==> config.mk <==
export PLATFORM = sky130hd
export DESIGN_NAME = sort_stream_ctrl_flat
export DESIGN_NICKNAME = d
export VERILOG_FILES = /design/src/rtl/sort_stream_ctrl_if.sv /design/src/rtl/sort_stream_ctrl.sv /design/src/flat_wrapper.sv
export SDC_FILE = /design/constraint.sdc
export NUM_CORES = 1
export LEC_CHECK = 0
export BUFFER_PORTS_ARGS = -buffer_cell sky130_fd_sc_hd__buf_2
export CAP_MARGIN = 10
export CORE_MARGIN = 2
export CORE_UTILIZATION = 40
export CTS_CLUSTER_SIZE = 10
export DETAILED_ROUTE_END_ITERATION = 8
export HOLD_SLACK_MARGIN = 0.03
export PLACE_DENSITY_LB_ADDON = 0.08
export SLEW_MARGIN = 25
export SYNTH_ARGS = -nofsm -noshare
export SYNTH_HDL_FRONTEND = slang
export SYNTH_SLANG_ARGS = --single-unit
export TNS_END_PERCENT = 10
==> constraint.sdc <==
create_clock -name clk -period 4.1 [get_ports clk]
set_input_delay 0.41 -clock clk [delete_from_list [all_inputs] [get_ports clk]]
set_output_delay 0.41 -clock clk [all_outputs]
set_load 0.01 [all_outputs]
==> src/rtl/sort_stream_ctrl_if.sv <==
`default_nettype none
//==============================================================================
// Module   : sort_stream_ctrl_if
// Function : Input/output word streams, sorter handshake and memory port bundle
//            for sort_stream_ctrl.
// Revision : 1.0
//==============================================================================
interface sort_stream_ctrl_if #(
    parameter int MN = 32,
    parameter int MW = 8
);
    logic          in_valid;
    logic [MN-1:0] in_data;
    logic          in_last;
    logic          in_ready;

    logic          out_valid;
    logic [MN-1:0] out_data;
    logic          out_last;
    logic          out_ready;

    logic          sort_start;
    logic [MW:0]   sort_num;
    logic          sort_done;

    logic          srt_wr;
    logic          srt_rd;
    logic [MW-1:0] srt_wr_addr;
    logic [MW-1:0] srt_rd_addr;
    logic [MN-1:0] srt_wr_data;

    logic          mem_wr;
    logic          mem_rd;
    logic [MW-1:0] mem_wr_addr;
    logic [MW-1:0] mem_rd_addr;
    logic [MN-1:0] mem_wr_data;
    logic [MN-1:0] mem_rd_data;

    logic          busy;
    logic          ovf;

    // Controller side
    modport slave (
        input  in_valid, in_data, in_last, out_ready, sort_done,
        input  srt_wr, srt_rd, srt_wr_addr, srt_rd_addr, srt_wr_data, mem_rd_data,
        output in_ready, out_valid, out_data, out_last, sort_start, sort_num,
        output mem_wr, mem_rd, mem_wr_addr, mem_rd_addr, mem_wr_data, busy, ovf
    );

    // Environment side
    modport master (
        output in_valid, in_data, in_last, out_ready, sort_done,
        output srt_wr, srt_rd, srt_wr_addr, srt_rd_addr, srt_wr_data, mem_rd_data,
        input  in_ready, out_valid, out_data, out_last, sort_start, sort_num,
        input  mem_wr, mem_rd, mem_wr_addr, mem_rd_addr, mem_wr_data, busy, ovf
    );
endinterface
`default_nettype wire

==> src/rtl/sort_stream_ctrl.sv <==
`default_nettype none
//==============================================================================
// Module   : sort_stream_ctrl
// Function : Loads a word stream into sort memory, kicks the sorter, then
//            streams the sorted words back out; owns the memory port mux.
// Revision : 1.0
//==============================================================================
module sort_stream_ctrl #(
    parameter int MM = 256,
    parameter int MN = 32,
    parameter int MW = 8
) (
    input  logic              clk,
    input  logic              reset_n,
    sort_stream_ctrl_if.slave bus
);
    typedef enum logic [1:0] {
        S_LOAD   = 2'd0,
        S_KICK   = 2'd1,
        S_WAIT   = 2'd2,
        S_UNLOAD = 2'd3
    } state_t;

    localparam logic [MW:0] C_LAST_IDX = (MW+1)'(MM - 1);

    state_t        r_state;
    state_t        w_state_nxt;
    logic [MW:0]   r_wcnt;
    logic [MW:0]   r_rcnt;
    logic [MW:0]   r_cnt;
    logic [MW:0]   r_ocnt;
    logic          r_ovf;
    logic          r_rd_pend;
    logic [MN-1:0] r_fifo [2];
    logic          r_wp;
    logic          r_rp;
    logic [1:0]    r_occ;

    logic          w_in_fire;
    logic          w_batch_end;
    logic          w_out_valid;
    logic          w_pop;
    logic          w_last_out;
    logic [2:0]    w_credit;
    logic          w_rd_issue;

    assign w_in_fire   = (r_state == S_LOAD) && bus.in_valid;
    assign w_batch_end = w_in_fire && (bus.in_last || (r_wcnt == C_LAST_IDX));
    assign w_out_valid = (r_occ != 2'd0);
    assign w_pop       = w_out_valid && bus.out_ready;
    assign w_last_out  = w_out_valid && (r_ocnt == (r_cnt - 1'b1));
    // Words buffered plus the read in flight, after this cycle's pop.
    assign w_credit    = {1'b0, r_occ} + {2'b00, r_rd_pend} - {2'b00, w_pop};
    assign w_rd_issue  = (r_state == S_UNLOAD) && (r_rcnt < r_cnt) && (w_credit < 3'd2);

    always_ff @(posedge clk) begin
        if (!reset_n) begin
            r_state <= S_LOAD;
        end else begin
            r_state <= w_state_nxt;
        end
    end

    always_comb begin
        w_state_nxt     = r_state;
        bus.in_ready    = 1'b0;
        bus.sort_start  = 1'b0;
        bus.sort_num    = '0;
        bus.busy        = (r_state != S_LOAD);
        bus.ovf         = r_ovf;
        bus.out_valid   = w_out_valid;
        bus.out_data    = w_out_valid ? r_fifo[r_rp] : '0;
        bus.out_last    = w_last_out;
        bus.mem_wr      = w_in_fire;
        bus.mem_wr_addr = r_wcnt[MW-1:0];
        bus.mem_wr_data = bus.in_data;
        bus.mem_rd      = w_rd_issue;
        bus.mem_rd_addr = r_rcnt[MW-1:0];

        case (r_state)
            S_LOAD: begin
                bus.in_ready = 1'b1;
                if (w_batch_end) begin
                    // A lone word is already sorted, so skip the sorter.
                    w_state_nxt = (r_wcnt != '0) ? S_KICK : S_UNLOAD;
                end
            end
            S_KICK: begin
                bus.sort_start = 1'b1;
                bus.sort_num   = r_cnt;
                w_state_nxt    = S_WAIT;
            end
            S_WAIT: begin
                bus.sort_num = r_cnt;
                if (bus.sort_done) begin
                    w_state_nxt = S_UNLOAD;
                end
            end
            S_UNLOAD: begin
                if (w_pop && w_last_out) begin
                    w_state_nxt = S_LOAD;
                end
            end
            default: w_state_nxt = S_LOAD;
        endcase

        if ((r_state == S_KICK) || (r_state == S_WAIT)) begin
            bus.mem_wr      = bus.srt_wr;
            bus.mem_wr_addr = bus.srt_wr_addr;
            bus.mem_wr_data = bus.srt_wr_data;
            bus.mem_rd      = bus.srt_rd;
            bus.mem_rd_addr = bus.srt_rd_addr;
        end
    end

    always_ff @(posedge clk) begin
        if (!reset_n) begin
            r_wcnt    <= '0;
            r_rcnt    <= '0;
            r_cnt     <= '0;
            r_ocnt    <= '0;
            r_ovf     <= 1'b0;
            r_rd_pend <= 1'b0;
            r_wp      <= 1'b0;
            r_rp      <= 1'b0;
            r_occ     <= 2'd0;
        end else begin
            r_ovf     <= w_in_fire && !bus.in_last && (r_wcnt == C_LAST_IDX);
            r_rd_pend <= w_rd_issue;
            r_occ     <= r_occ + {1'b0, r_rd_pend} - {1'b0, w_pop};
            if (w_in_fire) begin
                r_wcnt <= r_wcnt + 1'b1;
            end
            if (w_batch_end) begin
                r_cnt <= r_wcnt + 1'b1;
            end
            if (w_rd_issue) begin
                r_rcnt <= r_rcnt + 1'b1;
            end
            if (r_rd_pend) begin
                r_wp <= ~r_wp;
            end
            if (w_pop) begin
                r_rp   <= ~r_rp;
                r_ocnt <= r_ocnt + 1'b1;
            end
            if (w_pop && w_last_out) begin
                r_wcnt <= '0;
                r_rcnt <= '0;
                r_cnt  <= '0;
                r_ocnt <= '0;
            end
        end
    end

    // Read data lands one cycle after its strobe.
    always_ff @(posedge clk) begin
        if (r_rd_pend) begin
            r_fifo[r_wp] <= bus.mem_rd_data;
        end
    end
endmodule
`default_nettype wire

==> src/flat_wrapper.sv <==
// flat-port wrapper written by rule: the top's interface ports become plain ports
module sort_stream_ctrl_flat 
#(
    parameter int MM = 256,
    parameter int MN = 32,
    parameter int MW = 8
)
  (clk, reset_n, bus_in_valid, bus_in_data, bus_in_last, bus_out_ready, bus_sort_done, bus_srt_wr, bus_srt_rd, bus_srt_wr_addr, bus_srt_rd_addr, bus_srt_wr_data, bus_mem_rd_data, bus_in_ready, bus_out_valid, bus_out_data, bus_out_last, bus_sort_start, bus_sort_num, bus_mem_wr, bus_mem_rd, bus_mem_wr_addr, bus_mem_rd_addr, bus_mem_wr_data, bus_busy, bus_ovf);
  sort_stream_ctrl_if #(.MN(MN), .MW(MW)) bus_i ();
  input  logic clk;
  input  logic reset_n;
  input wire logic [$bits(bus_i.in_valid)-1:0] bus_in_valid;
  input wire logic [$bits(bus_i.in_data)-1:0] bus_in_data;
  input wire logic [$bits(bus_i.in_last)-1:0] bus_in_last;
  input wire logic [$bits(bus_i.out_ready)-1:0] bus_out_ready;
  input wire logic [$bits(bus_i.sort_done)-1:0] bus_sort_done;
  input wire logic [$bits(bus_i.srt_wr)-1:0] bus_srt_wr;
  input wire logic [$bits(bus_i.srt_rd)-1:0] bus_srt_rd;
  input wire logic [$bits(bus_i.srt_wr_addr)-1:0] bus_srt_wr_addr;
  input wire logic [$bits(bus_i.srt_rd_addr)-1:0] bus_srt_rd_addr;
  input wire logic [$bits(bus_i.srt_wr_data)-1:0] bus_srt_wr_data;
  input wire logic [$bits(bus_i.mem_rd_data)-1:0] bus_mem_rd_data;
  output wire logic [$bits(bus_i.in_ready)-1:0] bus_in_ready;
  output wire logic [$bits(bus_i.out_valid)-1:0] bus_out_valid;
  output wire logic [$bits(bus_i.out_data)-1:0] bus_out_data;
  output wire logic [$bits(bus_i.out_last)-1:0] bus_out_last;
  output wire logic [$bits(bus_i.sort_start)-1:0] bus_sort_start;
  output wire logic [$bits(bus_i.sort_num)-1:0] bus_sort_num;
  output wire logic [$bits(bus_i.mem_wr)-1:0] bus_mem_wr;
  output wire logic [$bits(bus_i.mem_rd)-1:0] bus_mem_rd;
  output wire logic [$bits(bus_i.mem_wr_addr)-1:0] bus_mem_wr_addr;
  output wire logic [$bits(bus_i.mem_rd_addr)-1:0] bus_mem_rd_addr;
  output wire logic [$bits(bus_i.mem_wr_data)-1:0] bus_mem_wr_data;
  output wire logic [$bits(bus_i.busy)-1:0] bus_busy;
  output wire logic [$bits(bus_i.ovf)-1:0] bus_ovf;
  assign bus_i.in_valid = bus_in_valid;
  assign bus_i.in_data = bus_in_data;
  assign bus_i.in_last = bus_in_last;
  assign bus_i.out_ready = bus_out_ready;
  assign bus_i.sort_done = bus_sort_done;
  assign bus_i.srt_wr = bus_srt_wr;
  assign bus_i.srt_rd = bus_srt_rd;
  assign bus_i.srt_wr_addr = bus_srt_wr_addr;
  assign bus_i.srt_rd_addr = bus_srt_rd_addr;
  assign bus_i.srt_wr_data = bus_srt_wr_data;
  assign bus_i.mem_rd_data = bus_mem_rd_data;
  assign bus_in_ready = bus_i.in_ready;
  assign bus_out_valid = bus_i.out_valid;
  assign bus_out_data = bus_i.out_data;
  assign bus_out_last = bus_i.out_last;
  assign bus_sort_start = bus_i.sort_start;
  assign bus_sort_num = bus_i.sort_num;
  assign bus_mem_wr = bus_i.mem_wr;
  assign bus_mem_rd = bus_i.mem_rd;
  assign bus_mem_wr_addr = bus_i.mem_wr_addr;
  assign bus_mem_rd_addr = bus_i.mem_rd_addr;
  assign bus_mem_wr_data = bus_i.mem_wr_data;
  assign bus_busy = bus_i.busy;
  assign bus_ovf = bus_i.ovf;
  sort_stream_ctrl #(.MM(MM), .MN(MN), .MW(MW)) u_core (.clk(clk), .reset_n(reset_n), .bus(bus_i));
endmodule
==> summary.md, run 1 <==
| Metric | Value |
|---|---|
| Outcome | `completed` |
| Drt first-iter violations | `roughly 260` |
| CTS resizes | `0` |
| Register clock-pin slew on the reported worst setup and hold paths | `~0.07 ns` |
| Vias/cell | `around 4.8` |
| Setup Viol. Count Final | `0` |
| EDFF count, synth | `64` |
| Clock power share | `0.254` |
| Leakage | `around 3 nW` |
| Critical Path RT | `between 3 and 4 ns` |
| Layout cells sized above 1 | `0.4050` |
| Synth top cells by count | `nor2_1 (93), edfxtp_1 (64), mux2_2 (47)` |
| Site Rows | `42` |
| Initial antenna violation count | `0` |
| Mapped Cells | `507` |
| Synth top area cells | `edfxtp_1 (35%), dfxtp_1 (16%), mux2_2 (9.6%), mux2i_1 (6.3%), nor2_1 (6.3%)` |
| Most frequent cell after synthesis | `nor2_1` |
| Sequential cell area | `approximately 2800 um2` |
| Slew margin rel. | `0.3047` |
| Drt wl/cell | `14.87 um` |
| Antenna viol nets, final | `0` |
| Critical path type | `flip-flop to output port` |
| Internal power | `2.316 mW` |
| DRT Pass-1 Iters | `4` |
| First-pass GRT wire length | `a little over 20,000 um` |
| Clk_skew | `around 0.0042 ns` |
| Worst r2r path cells | `17` |
| Worst setup SP type | `flip-flop` |
| Inserted Clock Buffers | `9` |
| Ant. Diodes | `0` |
| Final hold slack | `between 0.2 and 0.3 ns` |
| Crit. End Element | `output port` |
| Tcrit/Tclk final | `0.8932` |
| IO Count | `about 220` |
| Setup TNS | `0 ns` |
| Area of the core | `about 13,000 um2` |
| Die W | `121.5 um` |
| Max Root-Sink Buffers | `2` |
| CP max FO | `6` |
| Critical path arrival | `3.25 ns` |
| Die footprint | `around 15,000 um2` |
| Cell Area, Synth | `approximately 5500 um2` |
| PwrDens | `approximately 490 nW/um2` |
| Overall Global Routing Usage | `0.1782` |
| Final critical-path required period | `between 3 and 4 ns` |
| Logic pwr share | `0.374` |
| Unrepaired setup endpoints after global routing | `no` |
| Clock root cell | `clkbuf_16` |
| Total gr overflow | `0` |
| Netlist cell types | `39` |
| Slew Limit Fails | `0` |
| Seq/Total Area, Yosys | `0.5108` |
| Final Hold Fails | `0` |
| P&R area growth vs syn | `28.89%` |
| Die Height | `~120 um` |
| Vias in the first global route | `slightly above 4,000` |
| Flop-to-flop setup slack | `between 0.8 and 0.9 ns` |
| CTS HTree Levels | `3` |
| FILL cells | `around 1,300` |
| Port bufs | `roughly 220` |
| Yosys warning count | `0` |
| Hold Path Depth | `1` |
| Synth Area per Inst | `10.90 um2` |
| Initial core utilization | `0.4140` |
| Worst skew pair latency | `approximately 0.34 ns` |
| Routed WL | `~13,000 um` |
| Post-CTS Hold Buffers | `0` |
| Worst hold path type | `primary input to flip-flop` |
| Via count | `roughly 4,300` |
| Area of the multi-input gates | `~2600 um2` |
| Peak supply drop | `around 0.25 mV` |
| Clk sinks | `109` |
| CTS tree | `yes` |
| Syn nets | `648` |
| Nets | `roughly 860` |
| Residual DRC | `0` |
| Post-DP HPWL | `slightly above 10,000 um` |
| Sw power | `about 1.2 mW` |
| Flops & latches, synth | `about 110` |
| Worst-margin pin slew | `approximately 1.0 ns` |
| GPL Wtd Cong | `between 0.8 and 0.9` |
| Max Cap Viol | `0` |
| Async S/R FF share, synth | `0` |
| Sw Share | `0.3320` |
| Largest net degree at the start of global routing | `53` |
| Synth Flop Type | `edfxtp_1` |
| Post-CTS Setup Bufs | `0` |
| Fmax | `~270 MHz` |
| Sequential share of power | `0.372` |
| Post-synth top area cell | `edfxtp_1` |
| Synth top area share | `0.3477` |
-- path summary, 6_finish.rpt --
kind,end,start
setup / recovery,bus_mem_rd,u_core.r_occ[1]
hold reg to reg,u_core.r_wcnt[1],u_core.r_wcnt[1]
hold / removal,u_core.r_fifo[1][15],bus_mem_rd_data[15]
setup reg to reg,u_core.r_rcnt[4],u_core.r_occ[1]
-- placed cells by master, fill, tap and decap left out, drive strengths merged, types with 20 or more instances in the layout --
master / instances
buf: 222
dfxtp: 45
edfxtp: 64
ha: 20
inv: 23
mux2: 47
mux2i: 35
nand2: 36
nor2: 93
xnor2: 23
xor2: 21
-- logic make-up (layout without fill, tap and decap cells) --
logic type,Yosys count,in the layout,share of synthesized area
compound gates,36,36,0.04505
xor+xnor,44,44,0.06973
fa+ha+maj,21,21,0.04890
buf+inv,45,259,0.03124
flops,109,109,0.5108
mux,82,82,0.1592
simple gates,170,170,0.1352
-- stage by stage --
stage / area (um2) / util / worst slack, ns / power, mW / cells
floorplan: 5527 / - / 0.4963 / 2.173 / 507
global placement: 6785 / 0.5083 / 0.6834 / 2.603 / 880
detailed placement: 6785 / 0.5083 / 0.5712 / 2.613 / 880
CTS: 7093 / 0.5314 / 0.2262 / 3.496 / 896
global route: 7123 / 0.5337 / 0.1136 / 3.665 / 897
finish: 7123 / 0.5337 / 0.4381 / 3.467 / 897
-- registers in the layout, indices dropped and copies added, names as in the netlist, 2 cells and up, named ones only --
| signal | cells |
|---|---|
| u_core.r_state | 2 |
| u_core.r_wcnt | 9 |
| u_core.r_fifo | 64 |
| u_core.r_occ | 2 |
| u_core.r_rcnt | 9 |
| u_core.r_cnt | 9 |
| u_core.r_ocnt | 9 |
-- layout make-up --
class,instances,area share
clock buffer,9,0.03162
clock inverter,7,0.01159
inverter,21,0.01107
multi-input combinational,353,0.3585
sequential,109,0.3965
tap,176,0.03092
timing repair buffer,222,0.1598
-- worst max-delay path: stages (launching register included) --
cell and delay [ns]:
dfxtp_1 0.35, nor2_2 0.11, inv_1 0.06, nand2_1 0.15
inv_1 0.14, ha_1 0.31, inv_1 0.05, ha_1 0.12
inv_1 0.04, fa_1 0.37, xor2_1 0.16, a2111oi_2 0.36
o21ai_0 0.18, a21oi_1 0.21, mux2_2 0.18, buf_2 0.12
-- power by group through the flow --
stage / combinational (mW) / clock [mW] / sequential (mW)
global placement: 1.29 / 0 / 1.31
detailed placement: 1.30 / 0 / 1.31
finish: 1.30 / 0.882 / 1.29
CTS: 1.31 / 0.901 / 1.29
global route: 1.42 / 0.944 / 1.30
floorplan: 0.901 / 0 / 1.27
-- layer usage --
metal	wire length [um]	part of all wire	GRT usage
met5	0	0	0
met4	249	0.019	0.06466
met3	812	0.061	0.03137
met2	6379	0.48	0.3055
met1	5895	0.44	0.2262
(Power assumes the default switching activity.)
==> inputs of run 2 (changes only) <==
--- a/config.mk
+++ b/config.mk
@@ -7,6 +7,7 @@
 export LEC_CHECK = 0
 export BUFFER_PORTS_ARGS = -buffer_cell sky130_fd_sc_hd__buf_2
 export CAP_MARGIN = 10
+export CORE_ASPECT_RATIO = 1.1
 export CORE_MARGIN = 2
 export CORE_UTILIZATION = 40
 export CTS_CLUSTER_SIZE = 10
==> constraint.sdc (replaced) <==
create_clock -name clk -period 4.1 [get_ports clk]
set_input_delay 0.41 -clock clk [delete_from_list [all_inputs] [get_ports clk]]
set_output_delay 0.41 -clock clk [all_outputs]
set_load 0.02 [all_outputs]
==> summary.md, run 2 (synthesis gave the netlist of run 1 again) <==
| Metric | Value |
|---|---|
| Flop-to-flop setup slack | `0.85 ns (+0.02 ns)` |
| Worst r2r src | `u_core.r_occ[1]` |
| Largest net degree at the start of global routing | `34 (-36%)` |
| Critical path arrival | `3.42 ns (+0.17 ns)` |
| Hold Startpoint | `bus_mem_rd_data[11]` |
| Setup Viol. Count Final | `0 (unchanged)` |
| Post-Place Cells | `892 (+1.4%)` |
| Total gr overflow | `0 (unchanged)` |
| Drt wl/cell | `13.92 um (-6.4%)` |
| Worst setup SP type | `flip-flop` |
| Clk sinks | `109 (unchanged)` |
| Post-Layout Cell Count | `908 (+1.2%)` |
| Post-route cell area | `7111 um2 (-0.18%)` |
| Register clock-pin slew on the reported worst setup and hold paths | `0.07 ns (about the same)` |
| Post-CTS Hold Buffers | `0 (unchanged)` |
| CTS HTree Levels | `3 (unchanged)` |
| Commonest non-fill, non-tap cell in the layout | `buf_2` |
| Vias in the first global route | `4,167 (+0.48%)` |
| Hold worst-path end | `u_core.r_fifo[0][11]` |
| Overall Global Routing Usage | `0.1683 (-0.009856)` |
| Critical Path RT | `3.69 ns (about the same)` |
| Drt first-iter violations | `173 (-34%)` |
| Final Hold Fails | `0 (unchanged)` |
| Port bufs | `216 (unchanged)` |
| Slew Limit Fails | `0 (unchanged)` |
| Ant. Diodes | `0 (unchanged)` |
| Sequential cell area | `2824 um2 (unchanged)` |
| Post-CTS Setup Bufs | `0 (unchanged)` |
| Max FFs per register | `64 (unchanged)` |
| Hold Path Depth | `1 (unchanged)` |
| Residual DRC | `0 (unchanged)` |
| FILL cells | `1,281 (+2.5%)` |
| Layout cells sized above 1 | `0.4028 (-0.002215)` |
| Final critical-path required period | `3.829 ns (+0.1670 ns)` |
| Tcrit/Tclk final | `0.9339 (+0.04074)` |
| Unrepaired setup endpoints after global routing | `no` |
| Post-DP HPWL | `9410 um (-7.2%)` |
| P&R area growth vs syn | `28.66%` |
| Most frequent cells in the layout | `buf_2 (216), nor2_1 (91), edfxtp_1 (64)` |
| DRT Pass-1 Iters | `4 (unchanged)` |
| CP max FO | `10 (+4)` |
| Inserted Clock Buffers | `9 (unchanged)` |
| Area of the multi-input gates | `2547 um2 (-0.25%)` |
| Initial core utilization | `0.4056 (-0.008441)` |
| Critical path type | `flip-flop to output port` |
| Worst hold path type | `primary input to flip-flop` |
| Die W | `116.1 um (-4.5%)` |
| Via count | `4,326 (-0.41%)` |
| First-pass GRT wire length | `19,920 um (-2.6%)` |
| PwrDens | `513.3 nW/um2 (+5.5%)` |
| Max Cap Viol | `0 (unchanged)` |
| Leakage | `3.045 nW (-0.24%)` |
| Routed WL | `12,640 um (-5.2%)` |
| Biggest register | `u_core.r_fifo` |
| Outcome | `completed` |
| Reg-to-reg critical path endpoint | `u_core.r_rcnt[5]` |
| Peak supply drop | `0.3748 mV (+48%)` |
| Initial antenna violation count | `0 (unchanged)` |
| Die footprint | `14,770 um2 (about the same)` |
| Area post-placement | `6800 um2 (+0.22%)` |
| Clk_skew | `0.01016 ns (+0.005922 ns)` |
| Clock root cell | `clkbuf_16` |
| Worst r2r path cells | `15 (-2)` |
| Vias/cell | `4.764 (-1.6%)` |
| CTS tree | `yes` |
| CTS resizes | `0 (unchanged)` |
| Area of the core | `13,630 um2 (+2.1%)` |
| Worst skew pair latency | `0.35 ns (about the same)` |
| Max Root-Sink Buffers | `2 (unchanged)` |
| Nets | `856 (-0.12%)` |
| GPL Wtd Cong | `0.7862 (-9.5%)` |
| Setup TNS | `0 ns (unchanged)` |
| Finished Core Util | `0.5219 (-0.01180)` |
| Crit. End Element | `output port` |
| IO Count | `217 (unchanged)` |
| Site Rows | `45 (+7.1%)` |
| Die Height | `127.3 um (+4.7%)` |
| Antenna viol nets, final | `0 (unchanged)` |
| Worst-margin pin slew | `1.036 ns (-0.007205 ns)` |
| Fmax | `261.2 MHz (-4.4%)` |
| Slew margin rel. | `0.3095 (+0.004803)` |
run 2: power breakdown:
group          internal, mW  leakage [nW]  switching [mW]
logic                 0.630          1.96           0.848
registers              1.21         0.941          0.0776
clock network         0.482         0.145           0.405
run 2: worst max-delay path by stage:
stage	start	endpoint	slack, ns	cells after the start
final	u_core.r_occ[1]	bus_mem_rd	0.27	16
after global routing	u_core.r_occ[1]	bus_mem_rd	0.01	16
after CTS	u_core.r_occ[1]	bus_mem_rd	0.22	16
after detailed placement	u_core.r_occ[1]	bus_mem_rd	0.65	16
after global placement	u_core.r_occ[1]	bus_mem_rd	0.70	16
after floorplan	u_core.r_occ[1]	bus_mem_rd	0.39	14
run 2: worst max-delay path, stage by stage (launching register included):
cell	delay, ns
dfxtp_1	0.36
nor2_2	0.11
inv_1	0.06
nand2_1	0.15
inv_1	0.14
ha_1	0.31
inv_1	0.07
ha_1	0.15
inv_1	0.05
fa_1	0.36
xor2_1	0.15
a2111oi_0	0.32
o21ai_0	0.19
a21oi_1	0.16
buf_4	0.19
mux2_2	0.16
buf_2	0.15
run 2: layout make-up:
| cell class | count | share of cell area |
|---|---|---|
| Sequential cell | 109 | 0.3971 |
| Tap cell | 188 | 0.03308 |
| Clock inverter | 7 | 0.01144 |
| Inverter | 21 | 0.01109 |
| Timing Repair Buffer | 221 | 0.1573 |
| Multi-Input combinational cell | 353 | 0.3583 |
| Clock buffer | 9 | 0.03167 |
run 2: routing by layer:
| metal | vias up | GRT usage | routed length [um] |
|---|---|---|---|
| li1 | 2176 | - | - |
| met1 | 2007 | 0.2213 | 5665 |
| met2 | 129 | 0.2824 | 6076 |
| met3 | 14 | 0.02514 | 713 |
| met4 | 0 | 0.05882 | 180 |
| met5 | - | 0 | 0 |
run 2: stage by stage:
stage	worst slack [ns]	hold WS [ns]	power (mW)
2_1_floorplan	0.3899	0.4624	2.371
3_3_place_gp	0.7030	0.4901	2.786
3_5_place_dp	0.6485	0.4984	2.803
4_1_cts	0.2244	0.2343	3.699
5_1_grt	0.01186	0.2352	3.857
6_report	0.2710	0.2489	3.650
